<file path="src/rtl/dispense_pkg.sv">
// Shared state encoding, slot constants and slot helpers for the pill dispenser.
package dispense_pkg;

  typedef enum logic [1:0] {
    IDLE    = 2'd0,
    DRIVE   = 2'd1,
    CONFIRM = 2'd2,
    ALARM   = 2'd3
  } state_t;

  localparam logic [1:0] SLOT_MORNING   = 2'd0;
  localparam logic [1:0] SLOT_AFTERNOON = 2'd1;
  localparam logic [1:0] SLOT_EVENING   = 2'd2;

  // Lowest-index pending slot; only meaningful when p is non-zero.
  function automatic logic [1:0] lowest_slot(input logic [2:0] p);
    logic [1:0] s;
    if (p[0])      s = SLOT_MORNING;
    else if (p[1]) s = SLOT_AFTERNOON;
    else           s = SLOT_EVENING;
    return s;
  endfunction

  function automatic logic [2:0] slot_mask(input logic [1:0] s);
    logic [2:0] m;
    case (s)
      SLOT_MORNING:   m = 3'b001;
      SLOT_AFTERNOON: m = 3'b010;
      SLOT_EVENING:   m = 3'b100;
      default:        m = 3'b000;
    endcase
    return m;
  endfunction

endpackage

</file>
<file path="src/rtl/sec_timer.sv">
// Counts sec_tick pulses from zero; tc flags the tick that reaches the limit.
module sec_timer (
  input  logic       clk,
  input  logic       rst,
  input  logic       clr,
  input  logic       tick,
  input  logic [3:0] limit,
  output logic       tc
);

  logic [3:0] count_q, count_d;

  // Clear wins over a coincident tick so the entry-cycle tick is dropped.
  always_comb begin
    count_d = count_q;
    if (clr)       count_d = 4'd0;
    else if (tick) count_d = count_q + 4'd1;
  end

  always_ff @(posedge clk) begin
    if (rst) count_q <= 4'd0;
    else     count_q <= count_d;
  end

  assign tc = tick && (count_q == (limit - 4'd1));

endmodule

</file>
<file path="src/rtl/dispense_sequencer.sv">
// Pill dispenser sequencer: queues dose requests per slot, drives the motor,
// waits for drop confirmation, retries and raises a sticky alarm on failure.
module dispense_sequencer
  import dispense_pkg::*;
#(
  parameter int MOTOR_SECS   = 2,
  parameter int CONFIRM_SECS = 5,
  parameter int MAX_RETRY    = 2
) (
  input  logic       CLOCK_50,
  input  logic       reset,
  input  logic       sec_tick,
  input  logic       req_morning,
  input  logic       req_afternoon,
  input  logic       req_evening,
  input  logic       manual_req,
  input  logic [1:0] manual_slot,
  input  logic       pill_sensor,
  input  logic       ack,
  output logic       motor_en,
  output logic [1:0] slot_sel,
  output logic       busy,
  output logic       done_pulse,
  output logic       alarm,
  output logic [2:0] pending,
  output logic [2:0] missed
);

  localparam logic [3:0] MOTOR_LIM   = 4'(MOTOR_SECS);
  localparam logic [3:0] CONFIRM_LIM = 4'(CONFIRM_SECS);
  localparam logic [1:0] RETRY_LIM   = 2'(MAX_RETRY);

  state_t     state_q;
  logic [1:0] slot_q;
  logic [1:0] retry_q;
  logic       pill_seen_q;
  logic       motor_q;
  logic       busy_q;
  logic       done_q;
  logic       alarm_q;
  logic [2:0] pending_q, pending_d;
  logic [2:0] missed_q;

  logic [2:0] req_mask;
  logic [2:0] grant_mask;
  logic [3:0] timer_limit;
  logic       timer_clr;
  logic       timer_tc;

  always_comb begin
    req_mask = {req_evening, req_afternoon, req_morning};
    if (manual_req) req_mask = req_mask | slot_mask(manual_slot);
    grant_mask = 3'b000;
    if (state_q == IDLE && pending_q != 3'b000) grant_mask = slot_mask(lowest_slot(pending_q));
    // New requests are OR-ed after the grant clear so a colliding set survives.
    pending_d = (pending_q & ~grant_mask) | req_mask;
  end

  // The timer restarts on every DRIVE/CONFIRM entry: held clear when idle or
  // alarmed, and cleared on the terminal tick that moves between the two.
  assign timer_limit = (state_q == DRIVE) ? MOTOR_LIM : CONFIRM_LIM;
  assign timer_clr   = (state_q == IDLE) || (state_q == ALARM) || timer_tc;

  sec_timer u_sec_timer (
    .clk   (CLOCK_50),
    .rst   (reset),
    .clr   (timer_clr),
    .tick  (sec_tick),
    .limit (timer_limit),
    .tc    (timer_tc)
  );

  always_ff @(posedge CLOCK_50) begin
    if (reset) begin
      state_q     <= IDLE;
      slot_q      <= SLOT_MORNING;
      retry_q     <= 2'd0;
      pill_seen_q <= 1'b0;
      motor_q     <= 1'b0;
      busy_q      <= 1'b0;
      done_q      <= 1'b0;
      alarm_q     <= 1'b0;
      pending_q   <= 3'b000;
      missed_q    <= 3'b000;
    end else begin
      done_q    <= 1'b0;
      pending_q <= pending_d;
      if ((state_q == DRIVE || state_q == CONFIRM) && pill_sensor) pill_seen_q <= 1'b1;
      case (state_q)
        IDLE: begin
          if (pending_q != 3'b000) begin
            slot_q      <= lowest_slot(pending_q);
            retry_q     <= 2'd0;
            pill_seen_q <= 1'b0;
            motor_q     <= 1'b1;
            busy_q      <= 1'b1;
            state_q     <= DRIVE;
          end
        end
        DRIVE: begin
          if (timer_tc) begin
            motor_q <= 1'b0;
            state_q <= CONFIRM;
          end
        end
        CONFIRM: begin
          if (pill_seen_q) begin
            done_q  <= 1'b1;
            busy_q  <= 1'b0;
            state_q <= IDLE;
          end else if (timer_tc) begin
            if (retry_q < RETRY_LIM) begin
              retry_q <= retry_q + 2'd1;
              motor_q <= 1'b1;
              state_q <= DRIVE;
            end else begin
              alarm_q  <= 1'b1;
              missed_q <= missed_q | slot_mask(slot_q);
              state_q  <= ALARM;
            end
          end
        end
        ALARM: begin
          if (ack) begin
            alarm_q  <= 1'b0;
            busy_q   <= 1'b0;
            missed_q <= 3'b000;
            state_q  <= IDLE;
          end
        end
        default: state_q <= IDLE;
      endcase
    end
  end

  assign motor_en   = motor_q;
  assign slot_sel   = slot_q;
  assign busy       = busy_q;
  assign done_pulse = done_q;
  assign alarm      = alarm_q;
  assign pending    = pending_q;
  assign missed     = missed_q;

endmodule

</file>
<file path="config.mk">
export PLATFORM = sky130hd
export DESIGN_NAME = dispense_sequencer
export DESIGN_NICKNAME = d
export VERILOG_FILES = /design/src/rtl/dispense_pkg.sv /design/src/rtl/sec_timer.sv /design/src/rtl/dispense_sequencer.sv
export SDC_FILE = /design/constraint.sdc
export NUM_CORES = 1
export LEC_CHECK = 0
export BUFFER_PORTS_ARGS = -buffer_cell sky130_fd_sc_hd__buf_2
export CORE_UTILIZATION = 30
export DETAILED_ROUTE_END_ITERATION = 16
export PLACE_DENSITY = 0.54
export SETUP_SLACK_MARGIN = 0.2
export SYNTH_ARGS = -nofsm -noshare
export SYNTH_HDL_FRONTEND = slang
export SYNTH_SLANG_ARGS = --single-unit
</file>
<file path="constraint.sdc">
create_clock -name CLOCK_50 -period 1.7 [get_ports CLOCK_50]
set_input_delay 0.085 -clock CLOCK_50 [delete_from_list [all_inputs] [get_ports CLOCK_50]]
set_output_delay 0.085 -clock CLOCK_50 [all_outputs]
set_load 0.01 [all_outputs]
</file>
* Word level (Yosys, flattened, before mapping) *
Cells that the tools add are included.

word-level totals
  register bits = 21
  word-level logic and storage cells = 112

cells by class
  add/subtract/negate cells = 3
  order comparisons = 1
  equality and inequality tests = 19
  mux-type cells = 49
  bitwise gates (word level) = 6
  reductions and logical operators = 23

operator list
  kind                 count
  $mux 3               13
  $pmux 3 s3           3
  $mux 2               13
  $mux 1               14
  $ne 2x2->1 const B   6
  $eq 2x2->1 const B   5
  $reduce_and 5->1     2
  $or 3x3->3           3
  $reduce_bool 3->1    3
  $eq 2x1->1 const B   4
  $logic_not 2->1      4
  $pmux 2 s4           1
  $reduce_and 4->1     2
  $pmux 1 s3           2
  $pmux 3 s2           1
  $reduce_and 6->1     1
  $add 4x1->4 const B  1
  $eq 4x4->1           1
  $ne 2x1->1 const B   2
  $pmux 2 s2           1
  $reduce_bool 2->1    2
  $reduce_or 2->1      2
  $sub 3x1->4 const B  1
  $and 3x3->3          1
  other kinds (9)      13

* Depth between registers and ports, before layout *
  depth in word-level cells = 14
  gate-level depth with buffers = 7
  gate-level depth less buffers = 6

* Cells and area by module *
From an unflattened synthesis, not the netlist that was laid out.

unflattened totals
  cells, all modules = 123
  area total of the unflattened synthesis = 1,142.3 µm²

modules (own cells, without submodules)
  module              instances  cells an instance  area an instance (µm²)  seq. area each (µm²)
  dispense_sequencer  1          97                 879.6                   340.3
  sec_timer           1          26                 262.8                   80.1

* Worst setup path before layout *
No wires, ideal clock.

  path kind = reg2reg
  from = register state_q[1]
  to = register state_q[0]
  library setup time = 131 ps
  arrival time = 1,683 ps
  required time = 1,569 ps
  path slack = -114 ps
  stages on the path, launching flop included = 7
  path buffers = 0
  clock period less this slack = 1,814 ps
  cells stage by stage = dfxtp_1 inv_1 ha_1 or3b_4 a21o_1 a2111oi_2 a211oi_1

on the way
  word-level cells in the longest chain between the ends = 7
  elaborated cells between the ends (all ways) = 14

ends and longest elaborated chain
  what                                                       line                                                text
  start: declaration                                         dispense_sequencer.sv:33                            state_t state_q;
  start signal: assignment                                   dispense_sequencer.sv:75                            state_q <= IDLE;
  start signal: assignment                                   dispense_sequencer.sv:97                            state_q <= DRIVE;
  start signal: assignment                                   dispense_sequencer.sv:103                           state_q <= CONFIRM;
  $eq 2x1->1                                                 dispense_sequencer.sv:61, dispense_sequencer.sv:89
  $mux 3                                                     dispense_sequencer.sv:61                            assign timer_limit = (state_q == DRIVE) ? MOTOR_LIM : CONFIRM_LIM;
  $sub 3x1->4                                                sec_timer.sv:25                                     assign tc = tick && (count_q == (limit - 4'd1));
  $eq 4x4->1                                                 sec_timer.sv:25
  $logic_and 1x1->1                                          sec_timer.sv:25
  $ne 3x3->1 (no line) / $ne 2x2->1 (equally long branches)  n/a
  $reduce_and 4->1 (no line)                                 n/a

Several ways; a longest one is shown, not always the timed one.
A chain may end at the register's enable or synchronous reset.

* Worst setup path after layout *
  from = register state_q[1]
  to = register alarm_q (netlist: alarm)

on the way
  word-level cells in the longest chain between the ends = 7
  elaborated cells between the ends (all ways) = 14

ends and longest elaborated chain
  what                        line                       text
  $eq 2x1->1                  dispense_sequencer.sv:61
  $mux 3                      dispense_sequencer.sv:61
  $sub 3x1->4                 sec_timer.sv:25
  $eq 4x4->1                  sec_timer.sv:25
  $logic_and 1x1->1           sec_timer.sv:25
  $ne 2x2->1 (no line)        n/a
  $reduce_and 5->1 (no line)  n/a
  end signal: assignment      dispense_sequencer.sv:82   alarm_q <= 1'b0;
  end signal: assignment      dispense_sequencer.sv:117  alarm_q <= 1'b1;
  end signal: assignment      dispense_sequencer.sv:125  alarm_q <= 1'b0;
  end: declaration            dispense_sequencer.sv:40   logic alarm_q;

Several ways; a longest one is shown, not always the timed one.

==> run_results.csv <==
group,metric,value,unit
run_status,failed_checks,"setup timing",
finish,fillers,361,
global_route,busiest_layer,"met2",
yosys,dominantRegCellSynth,"dfxtp_1",
min_path,hold_end,"pending[2]$_SDFF_PP0_",
global_route,first_global_vias,1031,
sta,report.final.slew_viol_count,0,
sta,grt_setup_unrepaired,"true",
critical_path,rr_startpoint,"state_q[1]$_SDFFE_PP0P_",
sta,slew_headroom,0.760,
clocking,clockBufferDepth,2,
yosys,yosys_warnings,0,
clocking,cts_buffers,3,
yosys,synth.distinct_cells,44,
global_route,use_met2,0.277,
critical_path,cp-end-kind,"flip-flop",
finish,mostFrequentLayoutCells,"buf_2, dfxtp_1, buf_4, nor2_1, a21oi_1",
global_route,grt_use_met3,0.0286,
clocking,htree_num_levels,1,
sta,fmaxAchievable,577,MHz
place,detailed_place_hpwl,2160,µm
yosys,syn-num-nets,142,
critical_path,cp.required,1.83,ns
power,ir_drop,0.671,mV
critical_path,r2r_setup_slack,-0.03,ns
global_route,use_met1,0.164,
sta,fin_setup_tns,-0.134,ns
routing,first_iter_violations,8,
finish,layout_commonest_cell,"buf_2",
min_path,holdCritStartpoint,"req_evening",
place,portBuffers,22,
routing,drc,0,
critical_path,r2r_cells,7,
global_route,overflow,0,
die,fp.dieH,63.8,µm
global_route,grt_usage,0.148,
yosys,synth-seq-cells,21,
routing,drt_wl_total,2850,µm
yosys,ys_seq_area_frac,0.367,
yosys,synth_edf_count,0,
routing,via_count,1093,
global_route,grt_max_degree,16,
clocking,path_clk_slew,0.09,ns
flow_run,drv_cap,0,
finish,fin_nets,185,
critical_path,path_max_fanout,5,
critical_path,cp-start-kind,"flip-flop",
sta,finalSetupViolCount,5,
global_route,grt_pass1_wl,4610,µm
sta,min_period,1.73,ns
clocking,clk_latency,0.27,ns
sta,setup_ws,-0.0327,ns
clocking,clockRootBuffer,"clkbuf_8",
yosys,avgSynthCellArea,9.10,µm²
routing,drtAntennaViolNets,0,
critical_path,crit_arrival,1.87,ns
finish,multi_input_area,801,µm²
clocking,clock-sinks,21,
power,leakage,0.671,nW
yosys,syn_inst,126,
yosys,synth_area,1150,µm²
critical_path,criticalPathCategory,"reg -> reg",
critical_path,reg2reg_to,"alarm$_SDFFE_PP0P_",
sta,clock_skew,0.00782,ns
routing,first_pass_iters,4,
clocking,cts_hold_buf,0,
power,power.density,1290,nW/µm²
finish,regArea,425,µm²
global_route,antenna_found_initial,0,
place,gp_congestion,0.894,
critical_path,crit_cells,7,
finish,final_core_util,0.443,
die,rows,22,
min_path,min_path_type,"in -> reg",
sta,hold_violations,0,
die,core_region_area,3660,µm²
finish,final_area,1620,µm²
critical_path,critical-path-max-stage-delay,0.44,ns
critical_path,worst_path_max_delay_cell,"a211oi_4",
yosys,async_flop_share,0,
finish,area_growth,41.5,%
finish,diodes,0,
place,placedInstanceArea,1450,µm²
min_path,min_path_cells,3,
routing,post_drt_wl_per_cell,13.2,µm
clocking,cts_tree,"built",
run_status,status,"finished with violations",
critical_path,path_cells,"inv_2 -> ha_4 -> buf_4 -> nand3b_1 -> a211oi_4 -> o211a_4 -> a2111oi_2",
die,die_area,4070,µm²
sta,fin_crit_sh,1.02,
routing,viasPerCell,5.06,
finish,drive_gt1_frac,0.429,
die,initial_core_util,0.313,
sta,worst_pin_slew,0.359,ns
critical_path,path_buf_inv,2,
critical_path,crit_family,"compound AO/OA/AOI/OAI gates",
die,ios,23,
die,die-width,63.8,µm
-- routing by layer --
layer  vias up  wire length (µm)
li1        549                 -
met1       515              1270
met2        25              1460
met3         4                88
met4         0                37
met5         -                 0
-- worst reg2reg max path: stages (launching register included) --
cell	delay, ns
dfxtp_2	0.33
inv_2	0.07
ha_4	0.13
buf_4	0.13
nand3b_1	0.21
a211oi_4	0.44
o211a_4	0.24
a2111oi_2	0.05
-- power by group --
| part | leakage (nW) | total, mW | internal (mW) | switching (mW) |
|---|---|---|---|---|
| registers | 0.173 | 0.637 | 0.571 | 0.0655 |
| clock network | 0.0217 | 0.342 | 0.166 | 0.177 |
| logic | 0.477 | 1.11 | 0.562 | 0.550 |
-- Yosys cell counts, drive strengths merged (2+ instances only) --
cell / instances / share of area
dfxtp: 21 / 0.37
nor2: 13 / 0.043
a21oi: 10 / 0.044
inv: 10 / 0.033
a211oi: 7 / 0.070
o21ai: 6 / 0.026
ha: 5 / 0.055
nand2: 5 / 0.016
nand2b: 3 / 0.016
nand3b: 3 / 0.020
nor2b: 3 / 0.016
or3b: 3 / 0.027
a2111oi: 2 / 0.026
a21o: 2 / 0.013
and3: 2 / 0.011
clkbuf: 2 / 0.0066
mux2i: 2 / 0.017
nand3: 2 / 0.0087
nor3: 2 / 0.0087
nor3b: 2 / 0.013
o211a: 2 / 0.017
xor2: 2 / 0.015
-- sequential cells by signal (all words and copies together), names as in the netlist --
register / cells
motor_en: 1
retry_q: 2
missed: 3
u_sec_timer.count_q: 4
slot_sel: 2
pill_seen_q: 1
done_pulse: 1
busy: 1
pending: 3
state_q: 2
alarm: 1
-- how the worst max path moves through the flow --
stage,from,end,slack (ns)
CTS,state_q[0]$_SDFFE_PP0P_,alarm$_SDFFE_PP0P_,-0.03
finish,state_q[1]$_SDFFE_PP0P_,alarm$_SDFFE_PP0P_,-0.03
detailed placement,state_q[0]$_SDFFE_PP0P_,motor_en$_SDFFE_PP0P_,-0.09
floorplan,state_q[1]$_SDFFE_PP0P_,missed[0]$_SDFFE_PP0P_,0.06
global placement,state_q[0]$_SDFFE_PP0P_,motor_en$_SDFFE_PP0P_,-0.07
global route,state_q[0]$_SDFFE_PP0P_,alarm$_SDFFE_PP0P_,-0.11
-- timing repair --
action / 4_1_cts / 5_1_grt
setup endpoints to repair: 15 / 19
pin swaps: 9 / 10
buffers inserted: 1 / 3
gates resized for setup: 7 / 11
-- cell type report --
| class | instances | area share |
|---|---|---|
| inverters | 10 | 0.0231 |
| flip-flops and latches | 21 | 0.262 |
| clock inverters | 1 | 0.00463 |
| well taps | 48 | 0.0370 |
| clock buffers | 3 | 0.0255 |
| repair buffers | 40 | 0.154 |
| multi-input cells | 93 | 0.494 |
-- cell families (layout without fill, tap and decap cells) --
logic type               count (synthesis)  count (layout)  share of synthesized area
AO/OA/AOI/OAI                           39              39                      0.273
XOR/XNOR                                 3               3                     0.0229
adder cells (fa/ha/maj)                  5               5                     0.0546
buffers and inverters                   12              54                     0.0393
flip-flops                              21              21                      0.367
multiplexers                             2               2                     0.0175
AND/OR/NAND/NOR                         44              44                      0.226
-- through the flow --
step | hold WS (ns) | setup WS (ns) | power (mW) | std cells
floorplan | 0.156 | 0.0555 | 1.22 | 126
global placement | 0.292 | -0.0748 | 1.53 | 208
detailed placement | 0.312 | -0.0869 | 1.54 | 208
CTS | 0.0444 | -0.0320 | 1.95 | 213
global route | 0.0423 | -0.106 | 2.24 | 216
finish | 0.0370 | -0.0327 | 2.09 | 216
Note: power is estimated with default switching activity, not from simulation.
